**config.mk**
```make
export PLATFORM = sky130hd
export DESIGN_NAME = ifetch_seq_arb_flat
export DESIGN_NICKNAME = d
export VERILOG_FILES = /design/src/rtl/cpu_pkg.sv /design/src/rtl/ifetch_seq_arb_if.sv /design/src/rtl/rom_port_arb.sv /design/src/rtl/ifetch_seq_arb.sv /design/src/flat_wrapper.sv
export SDC_FILE = /design/constraint.sdc
export NUM_CORES = 1
export LEC_CHECK = 0
export CAP_MARGIN = 15
export CORE_ASPECT_RATIO = 2
export CORE_MARGIN = 1.5
export CORE_UTILIZATION = 40
export DETAILED_ROUTE_END_ITERATION = 12
export GPL_ROUTABILITY_DRIVEN = 1
export PLACE_DENSITY = 0.76
export SLEW_MARGIN = 10
export SYNTH_ARGS = -nofsm -noshare
export SYNTH_HDL_FRONTEND = slang
export SYNTH_SLANG_ARGS = --single-unit
```
**constraint.sdc**
```tcl
create_clock -name clk -period 3.95 [get_ports clk]
set_input_delay 0.79 -clock clk [delete_from_list [all_inputs] [get_ports clk]]
set_output_delay 0.79 -clock clk [all_outputs]
set_load 0.1 [all_outputs]
```
**src/rtl/cpu_pkg.sv**
```systemverilog
// Shared fetch-side definitions: ROM geometry, reset PC, bubble encoding and
// the ROM-port arbiter state encoding.
package cpu_pkg;

  localparam int ADDR_W = 6;
  localparam int INST_W = 32;
  localparam int STARVE_MAX_DEF = 4;

  typedef logic [ADDR_W-1:0] addr_t;
  typedef logic [INST_W-1:0] inst_t;

  localparam addr_t RESET_PC = 6'h01;
  localparam inst_t NOP      = 32'h0000_0000;

  typedef enum logic [1:0] {
    ARB_IDLE  = 2'd0,
    ARB_WAIT  = 2'd1,
    ARB_STEAL = 2'd2
  } arb_state_e;

  // PC advance; the address width makes 6'h3F roll over to 6'h00.
  function automatic addr_t pc_inc(addr_t pc);
    return pc + addr_t'(1);
  endfunction

endpackage

```
**src/rtl/ifetch_seq_arb_if.sv**
```systemverilog
// Fetch/ROM/debug bundle between the fetch sequencer (slave) and the rest of
// the core, the ROM and the debug loader (master).
interface ifetch_seq_arb_if;
  import cpu_pkg::*;

  addr_t rom_a;
  inst_t rom_inst;
  logic  stall;
  logic  br_taken;
  addr_t br_target;
  logic  jmp;
  addr_t jmp_target;
  inst_t if_inst;
  addr_t if_pc;
  logic  if_valid;
  logic  dbg_req;
  addr_t dbg_addr;
  logic  dbg_gnt;
  inst_t dbg_data;
  logic  dbg_valid;

  modport slave (
    input  rom_inst, stall, br_taken, br_target, jmp, jmp_target, dbg_req, dbg_addr,
    output rom_a, if_inst, if_pc, if_valid, dbg_gnt, dbg_data, dbg_valid
  );

  modport master (
    output rom_inst, stall, br_taken, br_target, jmp, jmp_target, dbg_req, dbg_addr,
    input  rom_a, if_inst, if_pc, if_valid, dbg_gnt, dbg_data, dbg_valid
  );

endinterface

```
**src/rtl/rom_port_arb.sv**
```systemverilog
// ROM address-port arbiter: debug reads ride on stall cycles for free, and a
// fetch cycle is stolen once a request has waited STARVE_MAX+1 cycles.
module rom_port_arb
  import cpu_pkg::*;
#(
  parameter int STARVE_MAX = STARVE_MAX_DEF
) (
  input  logic clk,
  input  logic rst,
  input  logic dbg_req_i,
  input  logic stall_i,
  input  logic redirect_i,
  output logic dbg_gnt_o,
  output logic steal_o
);

  localparam int CNT_W = (STARVE_MAX < 1) ? 1 : $clog2(STARVE_MAX + 1);

  arb_state_e       state_q;
  logic [CNT_W-1:0] wait_cnt_q;

  assign steal_o   = (state_q == ARB_STEAL);
  // A redirect needs the fetch slot, so it blocks the free ride on a stall.
  assign dbg_gnt_o = dbg_req_i & ~rst & (steal_o | (stall_i & ~redirect_i));

  always_ff @(posedge clk or posedge rst) begin
    if (rst) begin
      state_q    <= ARB_IDLE;
      wait_cnt_q <= '0;
    end else begin
      case (state_q)
        ARB_IDLE: begin
          if (dbg_req_i && !dbg_gnt_o) begin
            state_q    <= ARB_WAIT;
            wait_cnt_q <= CNT_W'(1);
          end
        end
        ARB_WAIT: begin
          if (dbg_gnt_o || !dbg_req_i) begin
            state_q    <= ARB_IDLE;
            wait_cnt_q <= '0;
          end else if (wait_cnt_q == CNT_W'(STARVE_MAX)) begin
            state_q    <= ARB_STEAL;
            wait_cnt_q <= '0;
          end else begin
            wait_cnt_q <= wait_cnt_q + CNT_W'(1);
          end
        end
        ARB_STEAL: begin
          state_q    <= ARB_IDLE;
          wait_cnt_q <= '0;
        end
        default: begin
          state_q    <= ARB_IDLE;
          wait_cnt_q <= '0;
        end
      endcase
    end
  end

endmodule

```
**src/rtl/ifetch_seq_arb.sv**
```systemverilog
// Instruction-fetch sequencer: owns the PC and the IF/ID register, applies
// redirects with a one-slot bubble, and shares the ROM port with debug reads.
module ifetch_seq_arb
  import cpu_pkg::*;
#(
  parameter int STARVE_MAX = STARVE_MAX_DEF
) (
  input  logic             clk,
  input  logic             rst,
  ifetch_seq_arb_if.slave  bus
);

  addr_t pc_q;
  inst_t if_inst_q;
  addr_t if_pc_q;
  logic  if_valid_q;
  inst_t dbg_data_q;
  logic  dbg_valid_q;

  logic  redirect;
  addr_t target;
  logic  dbg_gnt;
  logic  steal;

  assign redirect = bus.br_taken | bus.jmp;
  assign target   = bus.br_taken ? bus.br_target : bus.jmp_target;

  rom_port_arb #(
    .STARVE_MAX (STARVE_MAX)
  ) u_arb (
    .clk        (clk),
    .rst        (rst),
    .dbg_req_i  (bus.dbg_req),
    .stall_i    (bus.stall),
    .redirect_i (redirect),
    .dbg_gnt_o  (dbg_gnt),
    .steal_o    (steal)
  );

  assign bus.rom_a     = dbg_gnt ? bus.dbg_addr : pc_q;
  assign bus.dbg_gnt   = dbg_gnt;
  assign bus.if_inst   = if_inst_q;
  assign bus.if_pc     = if_pc_q;
  assign bus.if_valid  = if_valid_q;
  assign bus.dbg_data  = dbg_data_q;
  assign bus.dbg_valid = dbg_valid_q;

  always_ff @(posedge clk or posedge rst) begin
    if (rst) begin
      pc_q        <= RESET_PC;
      if_inst_q   <= NOP;
      if_pc_q     <= '0;
      if_valid_q  <= 1'b0;
      dbg_data_q  <= '0;
      dbg_valid_q <= 1'b0;
    end else begin
      if (redirect) begin
        pc_q       <= target;
        if_inst_q  <= NOP;
        if_valid_q <= 1'b0;
      end else if (steal) begin
        if_inst_q  <= NOP;
        if_valid_q <= 1'b0;
      end else if (!bus.stall) begin
        if_inst_q  <= bus.rom_inst;
        if_pc_q    <= pc_q;
        if_valid_q <= 1'b1;
        pc_q       <= pc_inc(pc_q);
      end

      dbg_valid_q <= dbg_gnt;
      if (dbg_gnt) begin
        dbg_data_q <= bus.rom_inst;
      end
    end
  end

  // A stall during a steal would drop the instruction held in IF/ID.
  a_no_stall_in_steal: assert property (@(posedge clk) disable iff (rst) !(steal && bus.stall));

endmodule

```
**src/flat_wrapper.sv**
```systemverilog
// flat-port wrapper written by rule: the top's interface ports become plain ports
module ifetch_seq_arb_flat import cpu_pkg::*;
#(
  parameter int STARVE_MAX = STARVE_MAX_DEF
)
  (clk, rst, bus_rom_inst, bus_stall, bus_br_taken, bus_br_target, bus_jmp, bus_jmp_target, bus_dbg_req, bus_dbg_addr, bus_rom_a, bus_if_inst, bus_if_pc, bus_if_valid, bus_dbg_gnt, bus_dbg_data, bus_dbg_valid);
  ifetch_seq_arb_if bus_i ();
  input  logic clk;
  input  logic rst;
  input wire logic [$bits(bus_i.rom_inst)-1:0] bus_rom_inst;
  input wire logic [$bits(bus_i.stall)-1:0] bus_stall;
  input wire logic [$bits(bus_i.br_taken)-1:0] bus_br_taken;
  input wire logic [$bits(bus_i.br_target)-1:0] bus_br_target;
  input wire logic [$bits(bus_i.jmp)-1:0] bus_jmp;
  input wire logic [$bits(bus_i.jmp_target)-1:0] bus_jmp_target;
  input wire logic [$bits(bus_i.dbg_req)-1:0] bus_dbg_req;
  input wire logic [$bits(bus_i.dbg_addr)-1:0] bus_dbg_addr;
  output wire logic [$bits(bus_i.rom_a)-1:0] bus_rom_a;
  output wire logic [$bits(bus_i.if_inst)-1:0] bus_if_inst;
  output wire logic [$bits(bus_i.if_pc)-1:0] bus_if_pc;
  output wire logic [$bits(bus_i.if_valid)-1:0] bus_if_valid;
  output wire logic [$bits(bus_i.dbg_gnt)-1:0] bus_dbg_gnt;
  output wire logic [$bits(bus_i.dbg_data)-1:0] bus_dbg_data;
  output wire logic [$bits(bus_i.dbg_valid)-1:0] bus_dbg_valid;
  assign bus_i.rom_inst = bus_rom_inst;
  assign bus_i.stall = bus_stall;
  assign bus_i.br_taken = bus_br_taken;
  assign bus_i.br_target = bus_br_target;
  assign bus_i.jmp = bus_jmp;
  assign bus_i.jmp_target = bus_jmp_target;
  assign bus_i.dbg_req = bus_dbg_req;
  assign bus_i.dbg_addr = bus_dbg_addr;
  assign bus_rom_a = bus_i.rom_a;
  assign bus_if_inst = bus_i.if_inst;
  assign bus_if_pc = bus_i.if_pc;
  assign bus_if_valid = bus_i.if_valid;
  assign bus_dbg_gnt = bus_i.dbg_gnt;
  assign bus_dbg_data = bus_i.dbg_data;
  assign bus_dbg_valid = bus_i.dbg_valid;
  ifetch_seq_arb #(.STARVE_MAX(STARVE_MAX)) u_core (.clk(clk), .rst(rst), .bus(bus_i));
endmodule
```
==> flow_metrics.tcl <==
set metrics [dict create \
    rsz0062_at_grt "no" \
    switching_share_pct 44.1 \
    grt_pass1_wl_um 14300 \
    period_share_pct 82.8 \
    cts.sinks 83 \
    ys.flop_type "dfrtp_1" \
    synthDistinctLibCells 39 \
    yosysMostFrequentCell "dfrtp_1" \
    first_global_vias 2816 \
    p_clk_share_pct 23.4 \
    syn_nets 335 \
    worst_pin_slew_ns 1.04 \
    die_area_mm2 0.00962 \
    via_per_inst 5.15 \
    io_buffers 134 \
    drive_gt1_share_pct 19.2 \
    report.final.slew_viol_count 0 \
    cts_root_buf "clkbuf_16" \
    path_clk_slew_ns 0.06 \
    slew_headroom_pct 30.7 \
    totalWireLength_um 8740 \
    synthTopCellsByCount "82 x dfrtp_1, 35 x mux2_2, 34 x mux2i_1, 34 x nor2_1, 9 x mux2_4" \
    grt_overflow_total 0 \
    pre_cts_ws_ns 0.647 \
    synth_top_area_share_pct 56.9 \
    final_hold_viol_count 0 \
    fin_nets 471 \
    yosysSeqAreaShare_pct 57.7 \
    synth_area_mm2 0.00360 \
    initialDrtViolationCount 148 \
    synth-seq-cells 83 \
    async_reset_ff_share_pct 100 \
    synth_edf_count 0 \
    final-setup-viol-count 0 \
    grt_max_degree 84 \
    antennaDiodeCount 0 \
    vdd_ir_drop_max_v 0.000306 \
    cts_setup_buffers 0 \
    rows 48 \
    hold_class "flip-flop to flip-flop" \
    synthCells 276 \
    worstSkewPairLatency_ns 0.34 \
    yosys-top-cells-area "dfrtp_1 57%, mux2_2 11%, mux2i_1 9.4%, mux2_4 3.8%, nor2_1 3.5%" \
    synth_top_cell_by_area "dfrtp_1" \
    crit_arrival_ns 2.48 \
    io_pins 135 \
    die_height_um 137 \
    p_comb_share_pct 43.7 \
    grt_antenna_before_repair 0 \
    antenna_left 0 \
    areaGrowthSynthToFinish_pct 48.9 \
    power_switching_uw 1390 \
    finalSetupTns_ns 0 \
    path_max_fanout 11 \
    p_int_uw 1760 \
    vias 2663 \
    cp-end-kind "output port" \
    min_period_ns 3.27 \
    cellPowerDensity_mw_per_mm2 588 \
    dp_hpwl_um 6400 \
    syn_area_per_cell_um2 13.1 \
    track_usage_pct 19.6 \
    cp-start-kind "input pin" \
    routedWlPerCell_um 16.9 \
    h-tree-depth 3 \
    clock_path_buffers 2 \
    dr.pass1.iters 4 \
    gp_congestion 0.820 \
    crit_required_ns 3.16 \
    maxCapViolations 0 \
    cts_tree "built" \
    max_freq_mhz 306 \
    hold_buffers 0 \
    crit_type "input pin to output port" \
    p_seq_share_pct 32.9 \
    start_util_pct 41.4 \
    drc_errors 0 \
    clock_skew_ns 0.00604 \
    cts-resized-gates 0 \
    status "completed" \
    core_region_area_mm2 0.00871 \
    cts_made_buffers 9 \
    ys_warn_count 0 \
    worst_slack_ns 0.679 \
    die_w_um 70.1 \
    filler_cell_count 700 \
    p_leak_uw 0.00243 \
]
[per-layer routing]
metal	wire [um]	global-route usage, %	share of wire (%)	up-vias
li1	-	-	-	1234
met1	3000	20.1	34	1312
met2	4990	35.3	57	93
met3	406	5.27	4.6	24
met4	350	11.2	4.0	0
met5	0	0	0	-
[logic make-up after synthesis]
kind of cell             synth area share (%)
AND/OR/NAND/NOR                          8.89
adder cells (fa/ha/maj)                  1.04
flip-flops                               57.7
AO/OA/AOI/OAI                            4.13
buffers and inverters                    3.65
XOR/XNOR                                0.486
multiplexers                             24.1
[power by group through the flow]
stage | logic (uW) | clock network (uW) | registers (uW)
after floorplan | 256 | 0 | 1810
after global placement | 1370 | 0 | 1040
after detailed placement | 1380 | 0 | 1050
after CTS | 1390 | 764 | 1040
after global routing | 1420 | 805 | 1050
final | 1380 | 739 | 1040
[flip-flops by register name, indices dropped and copies added, names as in the netlist]
name	cells
u_core.pc_q	6
u_core.bus.if_valid	1
u_core.bus.if_pc	6
u_core.bus.if_inst	32
u_core.u_arb.state_q	2
u_core.bus.dbg_data	32
u_core.u_arb.wait_cnt_q	3
u_core.bus.dbg_valid	1
[metrics by stage]
| stage | hold WS, ns | power [uW] | instance area (um^2) | utilization [%] | cells |
|---|---|---|---|---|---|
| CTS | 0.507 | 3190 | 5340 | 61.4 | 516 |
| detailed placement | 0.494 | 2440 | 5080 | 58.4 | 500 |
| global route | 0.515 | 3280 | 5360 | 61.6 | 517 |
| global placement | 0.487 | 2420 | 5080 | 58.4 | 500 |
| finish | 0.502 | 3150 | 5360 | 61.6 | 517 |
| floorplan | 0.473 | 2060 | 3610 | - | 276 |
[worst max-delay path: stages]
cell             delay (ns)
clkdlybuf4s50_1        0.62
nor2_1                 0.12
a21oi_2                0.14
nand3b_4               0.25
mux2_2                 0.39
buf_12                 0.17
[cells in the final DEF (no fill, tap or decap), types with 2 or more instances in the layout]
cell type / count
clkdlybuf4s50_1: 126
dfrtp_1: 82
mux2_2: 35
nor2_1: 34
mux2i_1: 34
mux2_4: 9
clkbuf_16: 9
a21oi_1: 8
buf_12: 8
inv_1: 7
nand2_1: 7
buf_4: 6
clkinv_2: 5
nand2b_1: 4
nand3_1: 4
nor3b_1: 3
nor3_1: 3
ha_1: 3
xnor2_1: 2
a221oi_1: 2
o221ai_1: 2
o21ai_0: 2
clkinvlp_4: 2
[layout make-up]
class	instances	area [um^2]	area share, %
clock buffer	10	229	4.27
clock inverter	6	32.5	0.606
inverter	8	33.8	0.630
multi-input combinational	169	1390	26.0
sequential	83	2080	38.7
tap	100	125	2.33
timing repair buffer	141	1470	27.4
[path summary, 6_finish.rpt]
kind | start | to | slack [ns] | cells after the start
worst max-delay path | bus_jmp | bus_rom_a[5] | 0.68 | 6
worst min-delay path | u_core.bus.dbg_data[14] | u_core.bus.dbg_data[14] | 0.50 | 1
worst max register to register | u_core.u_arb.state_q[1] | u_core.bus.dbg_data[3] | 1.78 | 5
worst min register to register | u_core.bus.dbg_data[14] | u_core.bus.dbg_data[14] | 0.50 | 1
max in group asynchronous | rst | u_core.pc_q[0] | 2.24 | 4
min in group asynchronous | rst | u_core.bus.if_pc[3] | 1.04 | 3
Power figures use the tool's default switching activity.
